===== src/rtl/mult_pkg.sv =====
// Shared types and helpers for the round-robin multiplier scheduler.
// Optional build macro: MULT_EARLY_TERM_EN (used by the files importing this package).
package mult_pkg;

   typedef enum logic [1:0] {
      IDLE = 2'd0,
      CALC = 2'd1,
      DONE = 2'd2
   } state_e;

   localparam int N_REQ = 2;

   function automatic int prod_w(input int w);
      return 2 * w;
   endfunction

endpackage


===== src/rtl/mult_shift_add_step.sv =====
// Shift-and-add datapath: accumulator, multiplier shifter and running product.
// MULT_EARLY_TERM_EN adds a flag telling the controller the current step is the last useful one.
module mult_shift_add_step
   import mult_pkg::*;
#(
   parameter int WIDTH = 4
) (
   input  logic                       clk,
   input  logic                       rst,
   input  logic                       load_i,
   input  logic                       step_i,
   input  logic [WIDTH-1:0]           a_i,
   input  logic [WIDTH-1:0]           b_i,
   output logic [prod_w(WIDTH)-1:0]   product_o
`ifdef MULT_EARLY_TERM_EN
   ,
   output logic                       last_step_o
`endif
);

   localparam int PW = prod_w(WIDTH);

   logic [PW-1:0]    acc_q, acc_d;
   logic [PW-1:0]    product_q, product_d;
   logic [WIDTH-1:0] mplier_q, mplier_d;

   always_comb begin
      acc_d     = acc_q;
      mplier_d  = mplier_q;
      product_d = product_q;
      if (load_i) begin
         acc_d     = PW'(a_i);
         mplier_d  = b_i;
         product_d = '0;
      end else if (step_i) begin
         if (mplier_q[0]) begin
            product_d = product_q + acc_q;
         end
         acc_d    = acc_q << 1;
         mplier_d = mplier_q >> 1;
      end
   end

   always_ff @(posedge clk or posedge rst) begin
      if (rst) begin
         acc_q     <= '0;
         mplier_q  <= '0;
         product_q <= '0;
      end else begin
         acc_q     <= acc_d;
         mplier_q  <= mplier_d;
         product_q <= product_d;
      end
   end

   assign product_o = product_q;

`ifdef MULT_EARLY_TERM_EN
   // Nothing left to add once the remaining multiplier bits are all zero.
   assign last_step_o = ((mplier_q >> 1) == '0);
`endif

endmodule


===== src/rtl/mult_rr_scheduler.sv =====
// Round-robin scheduler sharing one iterative multiplier between two requesters.
// Define MULT_EARLY_TERM_EN to finish as soon as the remaining multiplier bits are zero.
module mult_rr_scheduler
   import mult_pkg::*;
#(
   parameter int WIDTH = 4,
   parameter int CNT_W = $clog2(WIDTH) + 1
) (
   input  logic                     clk,
   input  logic                     rst,
   input  logic [N_REQ-1:0]         req_valid,
   output logic [N_REQ-1:0]         req_ready,
   input  logic [WIDTH-1:0]         req_a0,
   input  logic [WIDTH-1:0]         req_b0,
   input  logic [WIDTH-1:0]         req_a1,
   input  logic [WIDTH-1:0]         req_b1,
   output logic                     rsp_valid,
   input  logic                     rsp_ready,
   output logic                     rsp_id,
   output logic [2*WIDTH-1:0]       rsp_product,
   output logic                     busy
);

   state_e           state_q, state_d;
   logic [CNT_W-1:0] cnt_q, cnt_d;
   logic             rr_last_q, rr_last_d;
   logic             owner_q, owner_d;
   logic             grant_idx;
   logic             handshake;
   logic             step;
   logic [WIDTH-1:0] sel_a, sel_b;
`ifdef MULT_EARLY_TERM_EN
   logic             last_step;
`endif

   // On contention the requester that did not win last time is granted.
   assign grant_idx = (&req_valid) ? ~rr_last_q : req_valid[1];
   assign handshake = (state_q == IDLE) && (|req_valid) && !rst;
   assign req_ready = handshake ? (N_REQ'(1) << grant_idx) : '0;
   assign sel_a     = grant_idx ? req_a1 : req_a0;
   assign sel_b     = grant_idx ? req_b1 : req_b0;

   always_comb begin
      state_d   = state_q;
      cnt_d     = cnt_q;
      rr_last_d = rr_last_q;
      owner_d   = owner_q;
      step      = 1'b0;
      unique case (state_q)
         IDLE: begin
            if (handshake) begin
               cnt_d     = '0;
               owner_d   = grant_idx;
               rr_last_d = grant_idx;
               state_d   = CALC;
`ifdef MULT_EARLY_TERM_EN
               if (sel_b == '0) state_d = DONE;
`endif
            end
         end
         CALC: begin
            step  = 1'b1;
            cnt_d = cnt_q + CNT_W'(1);
            if (cnt_q == CNT_W'(WIDTH - 1)) state_d = DONE;
`ifdef MULT_EARLY_TERM_EN
            if (last_step) state_d = DONE;
`endif
         end
         DONE: begin
            if (rsp_ready) state_d = IDLE;
         end
         default: state_d = IDLE;
      endcase
   end

   always_ff @(posedge clk or posedge rst) begin
      if (rst) begin
         state_q   <= IDLE;
         cnt_q     <= '0;
         rr_last_q <= 1'b1;
         owner_q   <= 1'b0;
      end else begin
         state_q   <= state_d;
         cnt_q     <= cnt_d;
         rr_last_q <= rr_last_d;
         owner_q   <= owner_d;
      end
   end

   mult_shift_add_step #(
      .WIDTH (WIDTH)
   ) u_step (
      .clk         (clk),
      .rst         (rst),
      .load_i      (handshake),
      .step_i      (step),
      .a_i         (sel_a),
      .b_i         (sel_b),
      .product_o   (rsp_product)
`ifdef MULT_EARLY_TERM_EN
      ,
      .last_step_o (last_step)
`endif
   );

   assign rsp_valid = (state_q == DONE);
   assign rsp_id    = owner_q;
   assign busy      = (state_q != IDLE);

endmodule

===== config.mk =====
export PLATFORM = sky130hd
export DESIGN_NAME = mult_rr_scheduler
export DESIGN_NICKNAME = d
export VERILOG_FILES = /design/src/rtl/mult_pkg.sv /design/src/rtl/mult_shift_add_step.sv /design/src/rtl/mult_rr_scheduler.sv
export SDC_FILE = /design/constraint.sdc
export NUM_CORES = 1
export LEC_CHECK = 0
export ABC_CLOCK_PERIOD_IN_PS = 5900
export BUFFER_PORTS_ARGS = -buffer_cell sky130_fd_sc_hd__buf_2
export CORE_MARGIN = 1.5
export CORE_UTILIZATION = 33
export CTS_CLUSTER_DIAMETER = 30
export DETAILED_ROUTE_END_ITERATION = 10
export PLACE_DENSITY = 0.53
export SYNTH_ARGS = -nofsm -noshare
export SYNTH_HDL_FRONTEND = slang
export SYNTH_SLANG_ARGS = --single-unit

===== constraint.sdc =====
create_clock -name clk -period 5.9 [get_ports clk]
set_clock_uncertainty 0.1 [all_clocks]
set_input_delay 0.295 -clock clk [delete_from_list [all_inputs] [get_ports clk]]
set_output_delay 0.295 -clock clk [all_outputs]
set_load 0.005 [all_outputs]

Word-level counts from Yosys, hierarchy flattened
Index checks and enable logic that the tools add are counted.
{"block": "op_classes", "addsub": 2, "n_eq_ne": 6, "shifts": 1, "mux": 18, "bitwise_logic": 1, "reduce_logical": 14}
{"cell": "$mux 8", "n": 5}
{"cell": "$mux 4", "n": 4}
{"cell": "$add 8x8->8", "n": 1}
{"cell": "$mux 2", "n": 4}
{"cell": "$reduce_and 2->1", "n": 4}
{"cell": "$reduce_bool 2->1", "n": 4}
{"cell": "$pmux 2 s3", "n": 1}
{"cell": "$pmux 3 s2", "n": 1}
{"cell": "$ne 2x2->1 const B", "n": 2}
{"cell": "$add 3x1->3 const B", "n": 1}
{"cell": "$eq 3x2->1 const B", "n": 1}
{"cell": "$mux 3", "n": 1}
{"cell": "$reduce_and 3->1", "n": 1}
{"cell": "$eq 2x1->1 const B", "n": 1}
{"cell": "$eq 2x2->1 const B", "n": 1}
{"cell": "$logic_and 1x1->1", "n": 2}
{"cell": "$logic_not 2->1", "n": 1}
{"cell": "$mux 1", "n": 2}
{"cell": "$ne 2x1->1 const B", "n": 1}
{"cell": "$reduce_or 2->1", "n": 1}
{"cell": "$shl 1x1->2 const A", "n": 1}
{"cell": "$logic_not 1->1", "n": 1}
{"cell": "$not 1->1", "n": 1}
{"block": "word_totals", "register_bits": 27, "wordCells": 49}

Logic depth before layout (Yosys ltp)
{"block": "logic_depth", "word_depth": 5, "depth_mapped": 9, "depth_no_buf": 9}

Cells and area by module
A second synthesis with hierarchy kept.
{"block": "hier_totals", "hier_cells": 163, "hier_area_um2": 1652.8}
{"mod": "mult_shift_add_step", "n_inst": 1, "cells_per_inst": 121, "area_per_inst_um2": 1196.1}
{"mod": "mult_rr_scheduler", "n_inst": 1, "cells_per_inst": 42, "area_per_inst_um2": 456.7}

Worst setup path after synthesis
OpenSTA, ideal clock, no wires.
{"block": "synth_timing", "path_kind": "register -> register", "start": "reg u_step.product_q[1], in the netlist u_step.product_o[1]", "end": "reg u_step.product_q[7], in the netlist u_step.product_o[7]", "setup_ns": 0.079, "t_arrival_ns": 1.781, "required_ns": 5.721, "path_slack_ns": 3.940, "path_stages_with_launch": 8, "path_buffers": 0, "synth_period_minus_slack_ns": 1.960, "path_cell_list": "dfrtp_1 ha_1 a211oi_2 nor2_1 and3_4 or3_1 a21oi_1 mux2i_1"}
{"block": "synth_via", "elab_chain_cells": 4}
{"item": "start, declared", "line_no": "mult_shift_add_step.sv:24", "source": "logic [PW-1:0] product_q, product_d;"}
{"item": "start signal, assigned", "line_no": "mult_shift_add_step.sv:52", "source": "product_q <= product_d;"}
{"item": "$add 8x8->8", "line_no": "mult_shift_add_step.sv:37", "source": "product_d = product_q + acc_q;"}
{"item": "$mux 8", "line_no": "mult_shift_add_step.sv:36", "source": "if (mplier_q[0]) begin"}
{"item": "$mux 8", "line_no": "mult_shift_add_step.sv:35", "source": "end else if (step_i) begin"}
{"item": "$mux 8", "line_no": "mult_shift_add_step.sv:31", "source": "if (load_i) begin"}
No other way between the ends. The select of a mux whose other input is x is not followed.
A chain may end at the register's enable or synchronous reset.

Final worst setup path
{"block": "layout_timing", "start": "reg state_q[0]", "end": "reg u_step.product_q[7], in the netlist u_step.product_o[7]"}
{"block": "layout_via", "elab_chain_cells": 5}
{"item": "start, declared", "line_no": "mult_rr_scheduler.sv:24", "source": "state_e state_q, state_d;"}
{"item": "start signal, assigned", "line_no": "mult_rr_scheduler.sv:83", "source": "state_q <= state_d;"}
{"item": "$logic_not 2->1", "line_no": "mult_rr_scheduler.sv:38", "source": "assign handshake = (state_q == IDLE) && (|req_valid) && !rst;"}
{"item": "$logic_and 1x1->1 (2 in series)", "line_no": "mult_rr_scheduler.sv:38"}
{"item": "$reduce_bool 2->1 (no line)"}
{"item": "$reduce_and 2->1 (no line)"}
Parallel ways exist; a longest one is shown, timed or not.

==> metrics.md <==
| Metric | Value |
|---|---|
| Worst slew margin | `0.300` |
| Drt initial violations | `51` |
| Synth Area in Simple Gates | `0.188` |
| Reg-to-reg startpoint | `state_q[0]$_DFFE_PP0P_` |
| CP Data Arrival Time | `2.22 ns` |
| First-pass detailed-route iteration total | `6` |
| GR peak layer | `met2` |
| Met2 usage | `0.238` |
| Antenna Nets Post-Route | `0` |
| Hold bufs inserted after CTS | `0` |
| Num ports | `34` |
| RSZ-0062 raised after global routing | `no` |
| Clock Latency Late Sink | `0.27 ns` |
| Die Ht | `70.1 um` |
| Most frequent cells in the layout | `buf_2 (33), dfrtp_1 (26), nand2_1 (25)` |
| Total number of vias | `1,266` |
| Final worst-path cycle share | `0.367` |
| DRC Markers | `0` |
| Root buffer cell | `clkbuf_8` |
| CTS-repair resized insts | `0` |
| Number of vias per cell | `5.17` |
| Setup CP Type | `flip-flop to flip-flop` |
| Synthesized instance count | `161` |
| #FFs+latches synth | `27` |
| Max VDD drop | `0.000214 V` |
| Final worst path period need | `2.17 ns` |
| First-pass GRT wire length | `5910 um` |
| Max Slew Vio Count | `0` |
| Leak | `0.858 nW` |
| Initial antenna violation count | `0` |
| Number of global-route vias before repair | `1,268` |
| Avg WL per Cell | `13.8 um` |
| Status | `completed` |
| Area share of fa/ha/maj cells after synthesis | `0.0892` |
| Final core utilization | `0.401` |
| FMAX | `0.462 GHz` |
| Pint | `521 uW` |
| Ys Warns | `0` |
| Syn Nets | `192` |
| Slew at the pin with the worst max-slew slack | `1.05 ns` |
| Flop pwr share | `0.374` |
| N_diodes | `0` |
| Global Route met3 Usage | `0.0245` |
| Die area | `4920 sq um` |
| Clock slew at reported path FFs | `0.09 ns` |
| IO Port Bufs | `33` |
| Main combinational cell family by area after synthesis | `compound AO/OA/AOI/OAI gates` |
| Most common cell after layout, fill and taps aside | `buf_2` |
| PD cells | `520 nW/um^2` |
| Clock power frac | `0.118` |
| Die span in x | `70.1 um` |
| Core ar. | `4350 sq um` |
| Met1 usage | `0.207` |
| Largest net degree at the start of global routing | `28` |
| Final Hold Viols | `0` |
| Final setup fails | `0` |
| Routed WL | `3390 um` |
| Post-synthesis compound-gate area fraction | `0.203` |
| CP endpoint kind | `flip-flop` |
| Starting Density | `0.342` |
| CTS Buf Count | `3` |
| Placer Congestion | `0.846` |
| Clock buffer depth | `2` |
| CTS tree | `done` |
| MaxCap Viol Count | `0` |
| Flop2flop setup slack | `3.73 ns` |
| Part of the power in combinational logic | `0.508` |
| All-layer global routing usage | `0.149` |
| Site Rows | `24` |
| Setup TNS | `0 ns` |
| CTS H-tree depth | `1` |
| Layout cell share with drive strength beyond 1 | `0.223` |
| HP Start | `req_a1[0]` |
| Synth cell types | `37` |
| CP Launch Point | `state_q[0]$_DFFE_PP0P_` |
| Hold/Removal Path Class | `primary input to flip-flop` |
| Seq/Total Area, Yosys | `0.455` |
| Synthesized area | `1490 sq um` |
| Nets@finish | `225` |
| Post-Syn Area per Cell | `9.24 sq um` |
| Worst EP required | `5.96 ns` |
| Area Growth Syn to Fin | `17.2%` |
| Critical-path maximum fanout | `15` |
| Synth Area in XOR/XNOR | `0.0118` |
| Gr ovfl total | `0` |
| Detailed-placement wirelength estimate | `2560 um` |
| Net Sw Frac | `0.425` |
| CP Launch Type | `flip-flop` |
| Proportion of synthesized area in mux cells | `0.0135` |
| Switching power | `386 uW` |
| Fin Hold WS | `0.132 ns` |
| Number of clock sinks | `27` |
| Postcts setup bufs | `0` |
==> power groups by stage <==
stage          logic [mW]  clock network, mW  registers (mW)
3_5_place_dp        0.467                  0           0.345
5_1_grt             0.529              0.118           0.355
3_3_place_gp        0.454                  0           0.341
4_1_cts             0.469              0.111           0.341
2_1_floorplan       0.351                  0           0.328
6_report            0.461              0.107           0.339
==> routing by layer <==
layer / vias to the layer above / part of all wire
li1: 638 / -
met1: 595 / 0.50
met2: 31 / 0.46
met3: 2 / 0.041
met4: 0 / 0.0050
met5: - / 0
==> layout make-up <==
cell class	count	area (sq um)
timing repair buffer	34	173
sequential	27	677
inverter	9	33.8
multi-input combinational	119	751
tap	52	65.1
fill	432	2610
clock buffer	4	45.0
==> Yosys cell counts <==
library cell	number	area, sq um
a211oi_1	1	7.51
a211oi_2	1	12.5
a21boi_1	1	7.51
a21o_1	2	15.0
a21o_2	1	8.76
a21oi_1	9	45.0
a222oi_1	4	40.0
a22o_1	1	8.76
a31oi_1	3	18.8
a32oi_1	1	8.76
and3_1	2	12.5
and3_4	1	11.3
buf_2	3	15.0
clkbuf_1	3	11.3
dfrtp_1	26	651
dfstp_2	1	26.3
fa_1	1	20.0
ha_1	9	113
inv_1	9	33.8
mux2i_1	2	20.0
nand2_1	25	93.8
nand2b_1	2	12.5
nand3_1	9	45.0
nand4_1	1	6.26
nor2_1	10	37.5
nor2b_1	4	25.0
nor3_1	1	5.00
nor3_2	1	10.0
nor3b_1	1	7.51
o21a_1	3	22.5
o21ai_0	13	65.1
o21ai_1	2	10.0
o31ai_1	3	22.5
o32ai_1	1	8.76
or2_2	1	6.26
or3_1	1	6.26
xor2_1	2	17.5
==> final timing paths <==
check / to / cells after the start
hold reg to reg: rsp_id$_DFFE_PP0P_ / 1
max in group asynchronous: u_step.product_o[0]$_DFFE_PP0P_ / 2
min in group asynchronous: state_q[1]$_DFFE_PP0P_ / 2
setup / recovery: u_step.product_o[7]$_DFFE_PP0P_ / 5
setup reg to reg: u_step.product_o[7]$_DFFE_PP0P_ / 5
hold / removal: u_step.acc_q[0]$_DFFE_PP0P_ / 3
==> critical path: stages, from the launching register on <==
cell and delay (ns):
dfrtp_1 0.41, nor2b_1 0.55, nand2_1 0.46, nor3b_1 0.28
a21oi_1 0.11, mux2i_1 0.13
==> logic make-up (layout without fill, tap and decap cells) <==
kind of cell | after synthesis | count (layout)
multiplexers | 2 | 2
adder cells (fa/ha/maj) | 10 | 10
flip-flops | 27 | 27
buffers and inverters | 15 | 47
AO/OA/AOI/OAI | 46 | 46
AND/OR/NAND/NOR | 59 | 59
XOR/XNOR | 2 | 2
==> state kept, by name, indices dropped and copies added (netlist names) <==
name              cells
u_step.product_o      8
state_q               2
u_step.mplier_q       4
u_step.acc_q          8
rsp_id                1
rr_last_q             1
cnt_q                 3
==> metrics by stage <==
step	instance area, sq um	setup slack (ns)	power (mW)	std cells
final	1740	3.73	0.907	245
after global routing	1740	3.42	1.00	245
after CTS	1740	3.69	0.921	245
after detailed placement	1700	3.71	0.812	241
after global placement	1700	3.82	0.795	241
after floorplan	1490	3.94	0.679	161
(Power assumes the default switching activity.)
